File: src/rtl/ula_wb_buffer.sv
`default_nettype none
// ============================================================================
// Module   : ula_wb_buffer
// Purpose  : Result FIFO between the ULAS execute unit and the register-file
//            writeback port. Buffers r1/UF/rd/we/cmp per entry, drains under
//            a valid/ready handshake, owns the architectural compare flag
//            (updated when a compare entry is written back) and offers a
//            combinational forwarding lookup over not-yet-written results.
// Ports    : clk, rst (async, active-high)
//            in_valid/in_ready, in_r1, in_uf, in_rd, in_we, in_cmp  - push side
//            out_valid/out_ready, out_data, out_rd, out_we           - drain side
//            flag_q                                                  - compare flag
//            fwd_rs -> fwd_hit, fwd_data                             - forwarding
// Revision : 1.0  initial release
// ============================================================================
module ula_wb_buffer #(
    parameter int DEPTH = 2,
    parameter int AW    = 1
) (
    input  logic        clk,
    input  logic        rst,
    input  logic        in_valid,
    output logic        in_ready,
    input  logic [31:0] in_r1,
    input  logic        in_uf,
    input  logic [4:0]  in_rd,
    input  logic        in_we,
    input  logic        in_cmp,
    output logic        out_valid,
    input  logic        out_ready,
    output logic [31:0] out_data,
    output logic [4:0]  out_rd,
    output logic        out_we,
    output logic        flag_q,
    input  logic [4:0]  fwd_rs,
    output logic        fwd_hit,
    output logic [31:0] fwd_data
);

    localparam logic [AW:0]   c_depth   = (AW+1)'(DEPTH);
    localparam logic [AW:0]   c_cnt_one = (AW+1)'(1);
    localparam logic [AW-1:0] c_ptr_one = AW'(1);

    // Entry storage, indexed by physical slot
    logic [31:0]      r_data [DEPTH];
    logic [4:0]       r_rd   [DEPTH];
    logic [DEPTH-1:0] r_we;
    logic [DEPTH-1:0] r_uf;
    logic [DEPTH-1:0] r_cmp;

    logic [AW-1:0]    r_wr_ptr;
    logic [AW-1:0]    r_rd_ptr;
    logic [AW:0]      r_count;
    logic             r_flag;

    logic             w_push;
    logic             w_pop;

    // Readiness depends only on occupancy so no combinational path exists
    // from out_ready to in_ready; a full buffer stalls even while draining.
    assign in_ready  = (r_count != c_depth);
    assign out_valid = (r_count != '0);
    assign w_push    = in_valid & in_ready;
    assign w_pop     = out_valid & out_ready;

    assign out_data  = r_data[r_rd_ptr];
    assign out_rd    = r_rd[r_rd_ptr];
    assign out_we    = r_we[r_rd_ptr];
    assign flag_q    = r_flag;

    always_ff @(posedge clk or posedge rst) begin
        if (rst) begin
            for (int i = 0; i < DEPTH; i++) begin
                r_data[i] <= '0;
                r_rd[i]   <= '0;
            end
            r_we     <= '0;
            r_uf     <= '0;
            r_cmp    <= '0;
            r_wr_ptr <= '0;
            r_rd_ptr <= '0;
            r_count  <= '0;
            r_flag   <= 1'b0;
        end else begin
            if (w_push) begin
                r_data[r_wr_ptr] <= in_r1;
                r_rd[r_wr_ptr]   <= in_rd;
                // Register 0 is hardwired: drop its write-enable at capture so
                // neither writeback nor forwarding ever sees it.
                r_we[r_wr_ptr]   <= in_we & (in_rd != 5'd0);
                r_uf[r_wr_ptr]   <= in_uf;
                r_cmp[r_wr_ptr]  <= in_cmp;
                r_wr_ptr         <= r_wr_ptr + c_ptr_one;
            end
            if (w_pop) begin
                r_rd_ptr <= r_rd_ptr + c_ptr_one;
                // The compare flag becomes architectural only at writeback
                if (r_cmp[r_rd_ptr]) begin
                    r_flag <= r_uf[r_rd_ptr];
                end
            end
            case ({w_push, w_pop})
                2'b10:   r_count <= r_count + c_cnt_one;
                2'b01:   r_count <= r_count - c_cnt_one;
                default: r_count <= r_count;
            endcase
        end
    end

    // Map each age (0 = oldest/head) to its physical slot and validity, so
    // the forwarding scan can walk entries in acceptance order.
    logic [AW-1:0]    w_age_slot  [DEPTH];
    logic [DEPTH-1:0] w_age_valid;

    for (genvar g = 0; g < DEPTH; g++) begin : g_age
        assign w_age_slot[g]  = r_rd_ptr + AW'(g);
        assign w_age_valid[g] = ((AW+1)'(g) < r_count);
    end

    // Scan oldest to newest; a later match overrides an earlier one, so the
    // result is the newest matching entry.
    always_comb begin
        fwd_hit  = 1'b0;
        fwd_data = '0;
        for (int k = 0; k < DEPTH; k++) begin
            if (w_age_valid[k] && r_we[w_age_slot[k]] &&
                (r_rd[w_age_slot[k]] == fwd_rs) && (fwd_rs != 5'd0)) begin
                fwd_hit  = 1'b1;
                fwd_data = r_data[w_age_slot[k]];
            end
        end
    end

endmodule
`default_nettype wire

File: config.mk
export PLATFORM = sky130hd
export DESIGN_NAME = ula_wb_buffer
export DESIGN_NICKNAME = d
export VERILOG_FILES = /design/src/rtl/ula_wb_buffer.sv
export SDC_FILE = /design/constraint.sdc
export NUM_CORES = 1
export LEC_CHECK = 0
export CAP_MARGIN = 20
export CORE_MARGIN = 5
export CORE_UTILIZATION = 50
export DETAILED_ROUTE_END_ITERATION = 12
export PLACE_DENSITY = 0.8
export SLEW_MARGIN = 20
export SYNTH_ARGS = -nofsm -noshare
export SYNTH_HDL_FRONTEND = slang
export SYNTH_SLANG_ARGS = --single-unit
File: constraint.sdc
create_clock -name clk -period 3.68 [get_ports clk]
set_clock_uncertainty 0.1 [all_clocks]
set_input_delay 0.552 -clock clk [delete_from_list [all_inputs] [get_ports clk]]
set_output_delay 0.552 -clock clk [all_outputs]
set_load 0.02 [all_outputs]
==> results.py <==
metrics = {
    "sta": {
        "finalCriticalPeriod_ns": 3.473,
        "final.period_utilization": 0.9436,
        "max_clock_freq_mhz": 288.0,
        "holdWs_ns": 0.4087,
        "setup_viol": 0,
        "maxSlewViolCount": 0,
        "rsz0062_at_grt": "false",
        "hold_viol_final": 0,
        "slew_headroom": 0.4943,
        "worst_pin_slew_ns": 0.7577,
    },
    "logic_synthesis": {
        "yosysWarnings": 0,
        "syn_avg_cell_area_um2": 12.92,
        "synth-adder-area-share": 0.01019,
        "async_flop_share": 1.000,
        "synthMuxAreaShare": 0.4141,
        "synth_top_family_by_area": "multiplexers",
        "synth_compound_area_frac": 0.01682,
        "syn-cell-area_mm2": 0.004910,
        "synthTopCellsByCount": "95 x mux2_1, 85 x dfrtp_1, 72 x mux2i_1, 19 x mux2_2, 18 x nand4_1",
        "yosysMostFrequentCell": "mux2_1",
        "synth_nets": 433,
        "synth_seq_cells": 85,
        "synth_edf_count": 0,
        "yosys.area.top_type": "dfrtp_1",
        "synth_flop_cell": "dfrtp_1",
        "synth_cells": 380,
        "yosys-top-cells-area": "dfrtp_1 43%, mux2_1 22%, mux2i_1 15%, mux2_2 4.4%, nand4_1 2.3%",
        "synth_top_area_share": 0.4332,
        "synthSimpleGateAreaFrac": 0.05887,
        "yosys.area_share.xor_xnor": 0.02650,
        "synth.distinct_cells": 33,
        "ys_seq_area_frac": 0.4332,
    },
    "hold_path": {
        "worstHoldStart": "r_uf[0]",
        "hold_path_class": "flip-flop to flip-flop",
        "worstHoldEndpoint": "r_uf[0]",
        "hold_depth": 1,
    },
    "placed_design": {
        "globalplace.congestion": 0.8110,
        "dpl.cell_count": 628,
        "numPortBuffers": 122,
        "hpwl_um": 8480,
    },
    "power": {
        "power.switching_mw": 2.485,
        "pwr-share-comb": 0.576,
        "pwr-share-clk": 0.124,
        "total_power_mw": 5.980,
        "p_int_mw": 3.495,
        "seq_power_share": 0.301,
        "power_leakage_nw": 3.010,
        "switching_share": 0.4155,
        "power_density_mw_per_mm2": 905.2,
        "ir_drop_v": 0.0004578,
    },
    "route": {
        "wl_um": 11850,
        "wl_per_cell_um": 18.34,
        "drc_errors": 0,
        "drt_iter0_drc": 113,
        "first_pass_iters": 4,
        "via_count": 3537,
        "ant_nets": 0,
        "viasPerCell": 5.475,
    },
    "floorplanning": {
        "dieArea_mm2": 0.01190,
        "ios": 123,
        "die_h_um": 109.1,
        "start_util": 0.5070,
        "core-area_mm2": 0.009684,
        "die_w_um": 109.1,
        "num_rows": 36,
    },
    "clocking": {
        "cts_inserted_buffers": 9,
        "cts_buffer_depth": 2,
        "insertion_delay_ns": 0.34,
        "cts_tree": "done",
        "clock_sinks": 85,
        "cts.clk_slew.worst_paths_ns": 0.10,
        "cts-root-buf": "clkbuf_8",
        "htreeDepth": 3,
    },
    "global_route": {
        "antenna_found_initial": 0,
        "track_usage": 0.2076,
        "grt_pass1_vias": 3781,
        "grt_pass1_wl_um": 19100,
        "grt.overflow.total": 0,
        "grt_max_degree": 45,
    },
    "critical_path": {
        "r2r-start": "r_count[0]",
        "start_kind": "primary input",
        "cp.arrival_ns": 2.82,
        "cp.required_ns": 3.03,
        "ff2ff_setup_slack_ns": 1.34,
        "max_stage_delay_ns": 0.50,
        "crit_type": "primary input to primary output",
        "critPathLaunch": "fwd_rs[2]",
        "timing.rr.end": "r_rd[7]",
        "r2r_cells": 7,
        "end_kind": "primary output",
        "path_max_fanout": 18,
        "critical_path_buf_inv_count": 4,
        "cp_cell_sequence": "clkdlybuf4s50_1, nor4_2, a2111oi_2, nand4_1, nor3_4, buf_4, buf_12, mux2i_1, dlygate4sd2_1",
        "critical-path-top-delay-family": "buffers and inverters",
        "cp_slowest_cell": "clkdlybuf4s50_1",
    },
    "layout": {
        "nFillCells": 755,
        "diodes": 0,
        "regArea_mm2": 0.002131,
        "finalNonFillerCells": 646,
        "multi_input_area_mm2": 0.002597,
        "area_growth_pct": 34.56,
        "nNetsFinal": 561,
        "fin_util": 0.6822,
        "drive_gt1_frac": 0.1365,
    },
    "flow_run": {
        "max_cap_violations": 0,
    },
    "run_status": {
        "status": "finished, final reports clean",
    },
}
cells by family (layout without fill, tap and decap cells):
group,count (synthesis),count (layout)
XOR/XNOR,14,14
AO/OA/AOI/OAI,9,9
adder cells (fa/ha/maj),4,4
multiplexers,188,188
AND/OR/NAND/NOR,47,47
buffers and inverters,33,166
flip-flops,85,85
worst register-to-register path, stage by stage, from the launching register on:
cell,delay [ns]
dfrtp_1,0.40
inv_1,0.07
ha_1,0.21
inv_2,0.07
nand2_1,0.17
nor2_4,0.57
buf_12,0.27
mux2_2,0.36
area by class of cell:
| type | instances | area share |
|---|---|---|
| Multi-Input combinational cell | 262 | 0.3932 |
| Sequential cell | 85 | 0.3225 |
| Timing Repair Buffer | 143 | 0.2205 |
| Tap cell | 133 | 0.02519 |
| Clock buffer | 9 | 0.01875 |
| Clock inverter | 7 | 0.01572 |
| Inverter | 7 | 0.004167 |
state kept, by name, indices dropped and copies added (netlist names):
| register | flops |
|---|---|
| r_data | 64 |
| r_rd | 10 |
| r_cmp | 2 |
| r_count | 2 |
| r_uf | 2 |
| r_we | 2 |
| flag_q | 1 |
| r_rd_ptr | 1 |
| r_wr_ptr | 1 |
layer usage:
metal / share of wire / wire length (um) / GRT usage / vias up
met2: 0.53 / 6287 / 0.3768 / 75
met3: 0.044 / 519 / 0.04973 / 9
met4: 0.0084 / 100 / 0.04148 / 0
met1: 0.42 / 4941 / 0.2501 / 1794
li1: - / - / - / 1659
met5: 0 / 0 / 0 / -
power by group through the flow:
stage,Clock [mW],Sequential (mW),Combinational [mW]
2_1_floorplan,0,1.67,2.29
3_3_place_gp,0,1.75,3.40
3_5_place_dp,0,1.81,3.46
4_1_cts,0.763,1.79,3.48
5_1_grt,0.795,1.87,3.69
6_report,0.739,1.80,3.44
worst max-delay path by stage:
stage	slack, ns	to	cells past startpoint
after floorplan	0.83	flag_q	1
after global placement	-0.007	fwd_data[14]	8
after detailed placement	-0.07	fwd_data[31]	8
after CTS	0.0008	fwd_data[27]	8
after global routing	0.02	fwd_data[14]	9
final	0.21	fwd_data[14]	9
placed cells by master (no fill, tap or decap), drive strengths merged, types with 4 or more instances in the layout:
cell	count
mux2i	73
inv	10
ha	4
o21ai	4
nand2	4
nand4	18
xnor2	6
dlygate4sd2	20
dlymetal6s2s	13
dfrtp	85
xor2	8
nand3	16
clkbuf	9
buf	21
mux2	115
clkdlybuf4s50	89
metrics by stage:
| step | setup TNS (ns) | cell area (um2) | worst slack (ns) |
|---|---|---|---|
| 6_report | 0 | 6606 | 0.2074 |
| 5_1_grt | 0 | 6606 | 0.02003 |
| 4_1_cts | 0 | 6559 | 0.0008493 |
| 3_5_place_dp | -0.4420 | 6349 | -0.06939 |
| 3_3_place_gp | -0.007185 | 6349 | -0.007185 |
| 2_1_floorplan | 0 | 4910 | 0.8345 |
timing repair:
item                                   in CTS  in global routing
gates cloned                                0                  0
endpoints found under the hold margin       0                  0
resized for setup                          22                 13
setup buffers                               0                  2
hold buffers                                0                  0
pin swaps                                   0                  1
setup endpoints to repair                  22                 13
(Power assumes the default switching activity.)
